[config.mk]
export PLATFORM = sky130hd
export DESIGN_NAME = mp_reg_file_sb
export DESIGN_NICKNAME = d
export VERILOG_FILES = /design/src/rtl/mp_reg_file_sb_pkg.sv /design/src/rtl/mp_reg_file_sb_scoreboard.sv /design/src/rtl/mp_reg_file_sb.sv
export SDC_FILE = /design/constraint.sdc
export NUM_CORES = 2
export LEC_CHECK = 0
export ABC_AREA = 0
export BUFFER_PORTS_ARGS = -buffer_cell sky130_fd_sc_hd__buf_2
export CORE_MARGIN = 4
export CORE_UTILIZATION = 30
export CTS_BUF_LIST = sky130_fd_sc_hd__clkbuf_4 sky130_fd_sc_hd__clkbuf_8
export DETAILED_ROUTE_END_ITERATION = 10
export PLACE_DENSITY_LB_ADDON = 0.15
export SLEW_MARGIN = 10
export SYNTH_ARGS = -nofsm -noshare
export SYNTH_HDL_FRONTEND = slang
export SYNTH_SLANG_ARGS = --single-unit
[constraint.sdc]
create_clock -name clk -period 6.51 [get_ports clk]
set_clock_uncertainty 0.1 [all_clocks]
set_input_delay 1.302 -clock clk [delete_from_list [all_inputs] [get_ports clk]]
set_output_delay 1.302 -clock clk [all_outputs]
set_load 0.05 [all_outputs]
[src/rtl/mp_reg_file_sb_pkg.sv]
// Shared defaults and constants for the multi-port register file with busy scoreboard.
// Optional write-through forwarding is enabled by defining REG_FILE_BYPASS_EN.
package mp_reg_file_sb_pkg;

  localparam int DATA_W_DEF = 32;
  localparam int ADDR_W_DEF = 5;
  localparam int NRD_DEF    = 2;
  localparam int ZERO_REG   = 0;
  localparam int DEPTH_DEF  = 1 << ADDR_W_DEF;

  function automatic int depth_of(input int addr_w);
    return 1 << addr_w;
  endfunction

endpackage

[src/rtl/mp_reg_file_sb_scoreboard.sv]
// Per-register busy scoreboard: issue sets, writeback clears, and the new producer wins on a tie.
// REG_FILE_BYPASS_EN forwards a same-cycle writeback clear to the read-port busy flags.
module rf_scoreboard
  import mp_reg_file_sb_pkg::*;
#(
  parameter int ADDR_W = ADDR_W_DEF,
  parameter int NRD    = NRD_DEF
) (
  input  logic                  clk,
  input  logic                  rstn,
  input  logic                  we0,
  input  logic [ADDR_W-1:0]     wa0,
  input  logic                  we1,
  input  logic [ADDR_W-1:0]     wa1,
  input  logic                  iss_vld,
  input  logic [ADDR_W-1:0]     iss_wa,
  input  logic [NRD*ADDR_W-1:0] ra,
  output logic [NRD-1:0]        rd_busy,
  output logic                  iss_waw
);

  localparam int DEPTH = depth_of(ADDR_W);
  localparam logic [ADDR_W-1:0] ZA = ADDR_W'(ZERO_REG);

  logic [DEPTH-1:0] busy;
  logic [DEPTH-1:0] busy_nxt;
  logic             clr0;
  logic             clr1;
  logic             set;

  assign clr0 = we0 && (wa0 != ZA);
  assign clr1 = we1 && (wa1 != ZA);
  assign set  = iss_vld && (iss_wa != ZA);

  // Set is applied last so an issue overrides a writeback to the same register.
  always_comb begin
    busy_nxt = busy;
    if (clr0) busy_nxt[wa0] = 1'b0;
    if (clr1) busy_nxt[wa1] = 1'b0;
    if (set)  busy_nxt[iss_wa] = 1'b1;
  end

  always_ff @(posedge clk or negedge rstn) begin
    if (!rstn) busy <= '0;
    else       busy <= busy_nxt;
  end

  assign iss_waw = (iss_wa != ZA) && busy[iss_wa];

  for (genvar k = 0; k < NRD; k++) begin : g_port
    logic [ADDR_W-1:0] a;
    assign a = ra[k*ADDR_W +: ADDR_W];
`ifdef REG_FILE_BYPASS_EN
    logic fwd_clr;
    assign fwd_clr = ((clr0 && (wa0 == a)) || (clr1 && (wa1 == a)))
                     && !(set && (iss_wa == a));
    assign rd_busy[k] = (a != ZA) && busy[a] && !fwd_clr;
`else
    assign rd_busy[k] = (a != ZA) && busy[a];
`endif
  end

endmodule

[src/rtl/mp_reg_file_sb.sv]
// Multi-port register file with two write ports, x0 hardwired to zero and a busy scoreboard.
// REG_FILE_BYPASS_EN adds write-through forwarding on the read ports; dbg_rd is never forwarded.
module mp_reg_file_sb
  import mp_reg_file_sb_pkg::*;
#(
  parameter int DATA_W = DATA_W_DEF,
  parameter int ADDR_W = ADDR_W_DEF,
  parameter int NRD    = NRD_DEF
) (
  input  logic                  clk,
  input  logic                  rstn,
  input  logic [NRD*ADDR_W-1:0] ra,
  output logic [NRD*DATA_W-1:0] rd,
  output logic [NRD-1:0]        rd_busy,
  input  logic                  we0,
  input  logic [ADDR_W-1:0]     wa0,
  input  logic [DATA_W-1:0]     wd0,
  input  logic                  we1,
  input  logic [ADDR_W-1:0]     wa1,
  input  logic [DATA_W-1:0]     wd1,
  input  logic                  iss_vld,
  input  logic [ADDR_W-1:0]     iss_wa,
  output logic                  iss_waw,
  input  logic [ADDR_W-1:0]     dbg_ra,
  output logic [DATA_W-1:0]     dbg_rd
);

  localparam int DEPTH = depth_of(ADDR_W);
  localparam logic [ADDR_W-1:0] ZA = ADDR_W'(ZERO_REG);

  logic [DATA_W-1:0] mem [DEPTH];

  // Port 1 is assigned last so it wins a same-address conflict.
  always_ff @(posedge clk or negedge rstn) begin
    if (!rstn) begin
      for (int i = 0; i < DEPTH; i++) mem[i] <= '0;
    end else begin
      if (we0 && (wa0 != ZA)) mem[wa0] <= wd0;
      if (we1 && (wa1 != ZA)) mem[wa1] <= wd1;
    end
  end

  for (genvar k = 0; k < NRD; k++) begin : g_rd
    logic [ADDR_W-1:0] a;
    logic [DATA_W-1:0] stored;
    assign a      = ra[k*ADDR_W +: ADDR_W];
    assign stored = (a == ZA) ? '0 : mem[a];
`ifdef REG_FILE_BYPASS_EN
    assign rd[k*DATA_W +: DATA_W] =
      (we1 && (wa1 != ZA) && (wa1 == a)) ? wd1 :
      (we0 && (wa0 != ZA) && (wa0 == a)) ? wd0 : stored;
`else
    assign rd[k*DATA_W +: DATA_W] = stored;
`endif
  end

  assign dbg_rd = (dbg_ra == ZA) ? '0 : mem[dbg_ra];

  rf_scoreboard #(
    .ADDR_W (ADDR_W),
    .NRD    (NRD)
  ) u_sb (
    .clk     (clk),
    .rstn    (rstn),
    .we0     (we0),
    .wa0     (wa0),
    .we1     (we1),
    .wa1     (wa1),
    .iss_vld (iss_vld),
    .iss_wa  (iss_wa),
    .ra      (ra),
    .rd_busy (rd_busy),
    .iss_waw (iss_waw)
  );

endmodule

==> metrics.cfg <==
[timing]
worst_pin_slew_ns=1.238
max-slew-margin-rel=0.1724
fin_tns_setup_ns=0
finalCritPeriodShare=0.8837
fmax_mhz=173.8
period_minus_slack_ns=5.753
setup_viol=0
hold_viol=0
rsz0062_at_grt=false
drv_slew=0

[logic_synthesis]
synth_edf_count=0
ys_ff_latch=1056
syn_nets=6719
ys_async_sr_fraction=1.000
syn_avg_cell_area_um2=11.21
yosys.cell_types.count=55
yosysWarningCount=0
syn-cell-area_um2=74220
synthFlopType=dfrtp_1
synth-seq-area-share=0.3560
syn_inst=6620

[routing]
wirelength_um=357400
post-route-drc-count=0
postRouteAntennaNets=0
first_iter_violations=6811
vias=59460
dr.pass1.iters=5
avgRoutedWirePerCell_um=36.50
vias_per_cell=6.072

[placement]
placed_area_um2=77940
hpwl_um=217000
globalplace.congestion=0.8381
portBuffers=197
dp.cells=9401

[critical_path]
r2r_start=mem[529]$_DFF_PN0_
critPathCaptureType=output pin
crit_required_ns=5.11
reg2regPathDepth=2
r2r_end=mem[529]$_DFF_PN0_
path_class=in2out
worstPathArrival_ns=4.35
cp_max_fo=26
start_kind=input port
reg2reg_slack_ns=5.54

[clock_network]
cts_tree=built
cts_made_buffers=206
cts_num_sinks=1056
h-tree-depth=4
clk_path_buf_depth=3
ctsHoldBuffers=0
insertion_delay_ns=1.00
post_cts_resized=0
clk_pin_slew_worst_paths_ns=0.05
cts_setup_buffers=0
cts_root_buf=clkbuf_8

[layout]
layout-drive-gt1-share=0.2763
mostFrequentLayoutCells=mux2i_1 (1061), dfrtp_1 (1056), mux4_2 (755)
final_common_cell=mux2i_1
multi_input_area_um2=44110
fin_cells=9792
regArea_um2=26430
fill_cells=24629
nets=6488
fin_area_um2=82430
synthToLayoutAreaGrowth_pct=11.07

[pwr]
p_per_area_nw_per_um2=307.0
p_leak_nw=34.49
peakVddDrop_uv=160.4

[global_route]
track_usage=0.2734
grt_antenna_before_repair=36
grt_pass1_wl_um=495100
grt_pass1_vias=58627
grt_start_max_net_pins=132
grt-ovfl-total=0

[run]
cap_violations=0

[min_path]
hold_class=in2async

[floorplan]
fp.dieH_um=505.4
coreArea_um2=245900
die_w_um=505.4
io_pins=198
start_util=0.3018
rows=182
die-area_um2=255400

[outcome]
status=finished, final reports clean

==> layer usage <==
layer	vias to the layer above	global-route usage	wire, µm
li1	24570	-	-
met1	31012	0.3674	147600
met2	3142	0.4235	162700
met3	730	0.05749	29340
met4	6	0.1243	17820
met5	-	0	34
==> worst max path at each step <==
stage	from	end	depth (start not counted)
6_report	ra[4]	rd[17]	6
5_1_grt	ra[1]	rd[1]	8
4_1_cts	ra[1]	rd[1]	8
3_5_place_dp	ra[1]	rd[1]	8
3_3_place_gp	ra[1]	rd[1]	8
2_1_floorplan	dbg_ra[0]	dbg_rd[10]	8
==> critical path, stage by stage <==
cell and delay [ns]:
buf_4 0.39, or2_4 0.41, or4_4 0.71, o221ai_1 0.39
a21oi_1 0.68, buf_2 0.39
==> kinds of logic (layout without fill, tap and decap cells) <==
| family | Yosys count | after routing | synth area share |
|---|---|---|---|
| AND/OR/NAND/NOR | 1286 | 1286 | 0.06890 |
| buffers and inverters | 856 | 784 | 0.05600 |
| other | 0 | 24 | 0 |
| multiplexers | 2041 | 2041 | 0.4122 |
| AO/OA/AOI/OAI | 1381 | 1381 | 0.1068 |
| flip-flops | 1056 | 1056 | 0.3560 |
==> metrics by stage <==
step	worst slack [ns]	hold slack [ns]	power, mW	util
after CTS	0.8225	0.03552	25.38	0.3349
after detailed placement	0.8323	0.3028	17.83	0.3169
final	0.7574	0.1057	25.31	0.3352
after global routing	0.7360	0.07365	26.54	0.3351
after floorplan	1.822	0.3580	15.27	-
after global placement	0.7743	0.2954	17.64	0.3169
==> cells in the mapped netlist (all sizes together), types with 5 or more instances <==
library cell | number | area [µm²]
a21oi | 620 | 3103
a221oi | 98 | 864.6
a22o | 7 | 61.31
a32o | 13 | 130.1
a32oi | 44 | 385.4
and2 | 9 | 56.30
buf | 359 | 2283
clkbuf | 491 | 1851
dfrtp | 1056 | 26430
inv | 6 | 22.52
mux2 | 196 | 2207
mux2i | 1061 | 10620
mux4 | 784 | 17770
nand2 | 548 | 2062
nand2b | 11 | 68.82
nand3 | 11 | 65.06
nand4 | 5 | 31.28
nor2 | 660 | 2525
nor2b | 12 | 77.58
o21ai | 492 | 2462
o221ai | 98 | 858.3
or2 | 6 | 37.54
==> sequential cells by signal, summed over array words and instances, names as in the netlist <==
| register | count |
|---|---|
| mem | 1024 |
| u_sb.busy | 32 |
==> where the power goes <==
part | switching [mW] | total (mW) | internal [mW]
clock network | 3.37 | 7.50 | 4.13
logic | 3.82 | 7.82 | 4.00
registers | 1.73 | 9.99 | 8.25
total | 8.93 | 25.3 | 16.4
==> final cells by class <==
cell class | count | share of cell area
Clock inverter | 32 | 0.003400
Antenna cell | 24 | 0.0007286
Timing Repair Buffer | 411 | 0.04068
Sequential cell | 1056 | 0.3206
Tap cell | 3220 | 0.04887
Multi-Input combinational cell | 4708 | 0.5351
Clock buffer | 335 | 0.05039
Inverter | 6 | 0.0002732
(Power assumes the default switching activity.)
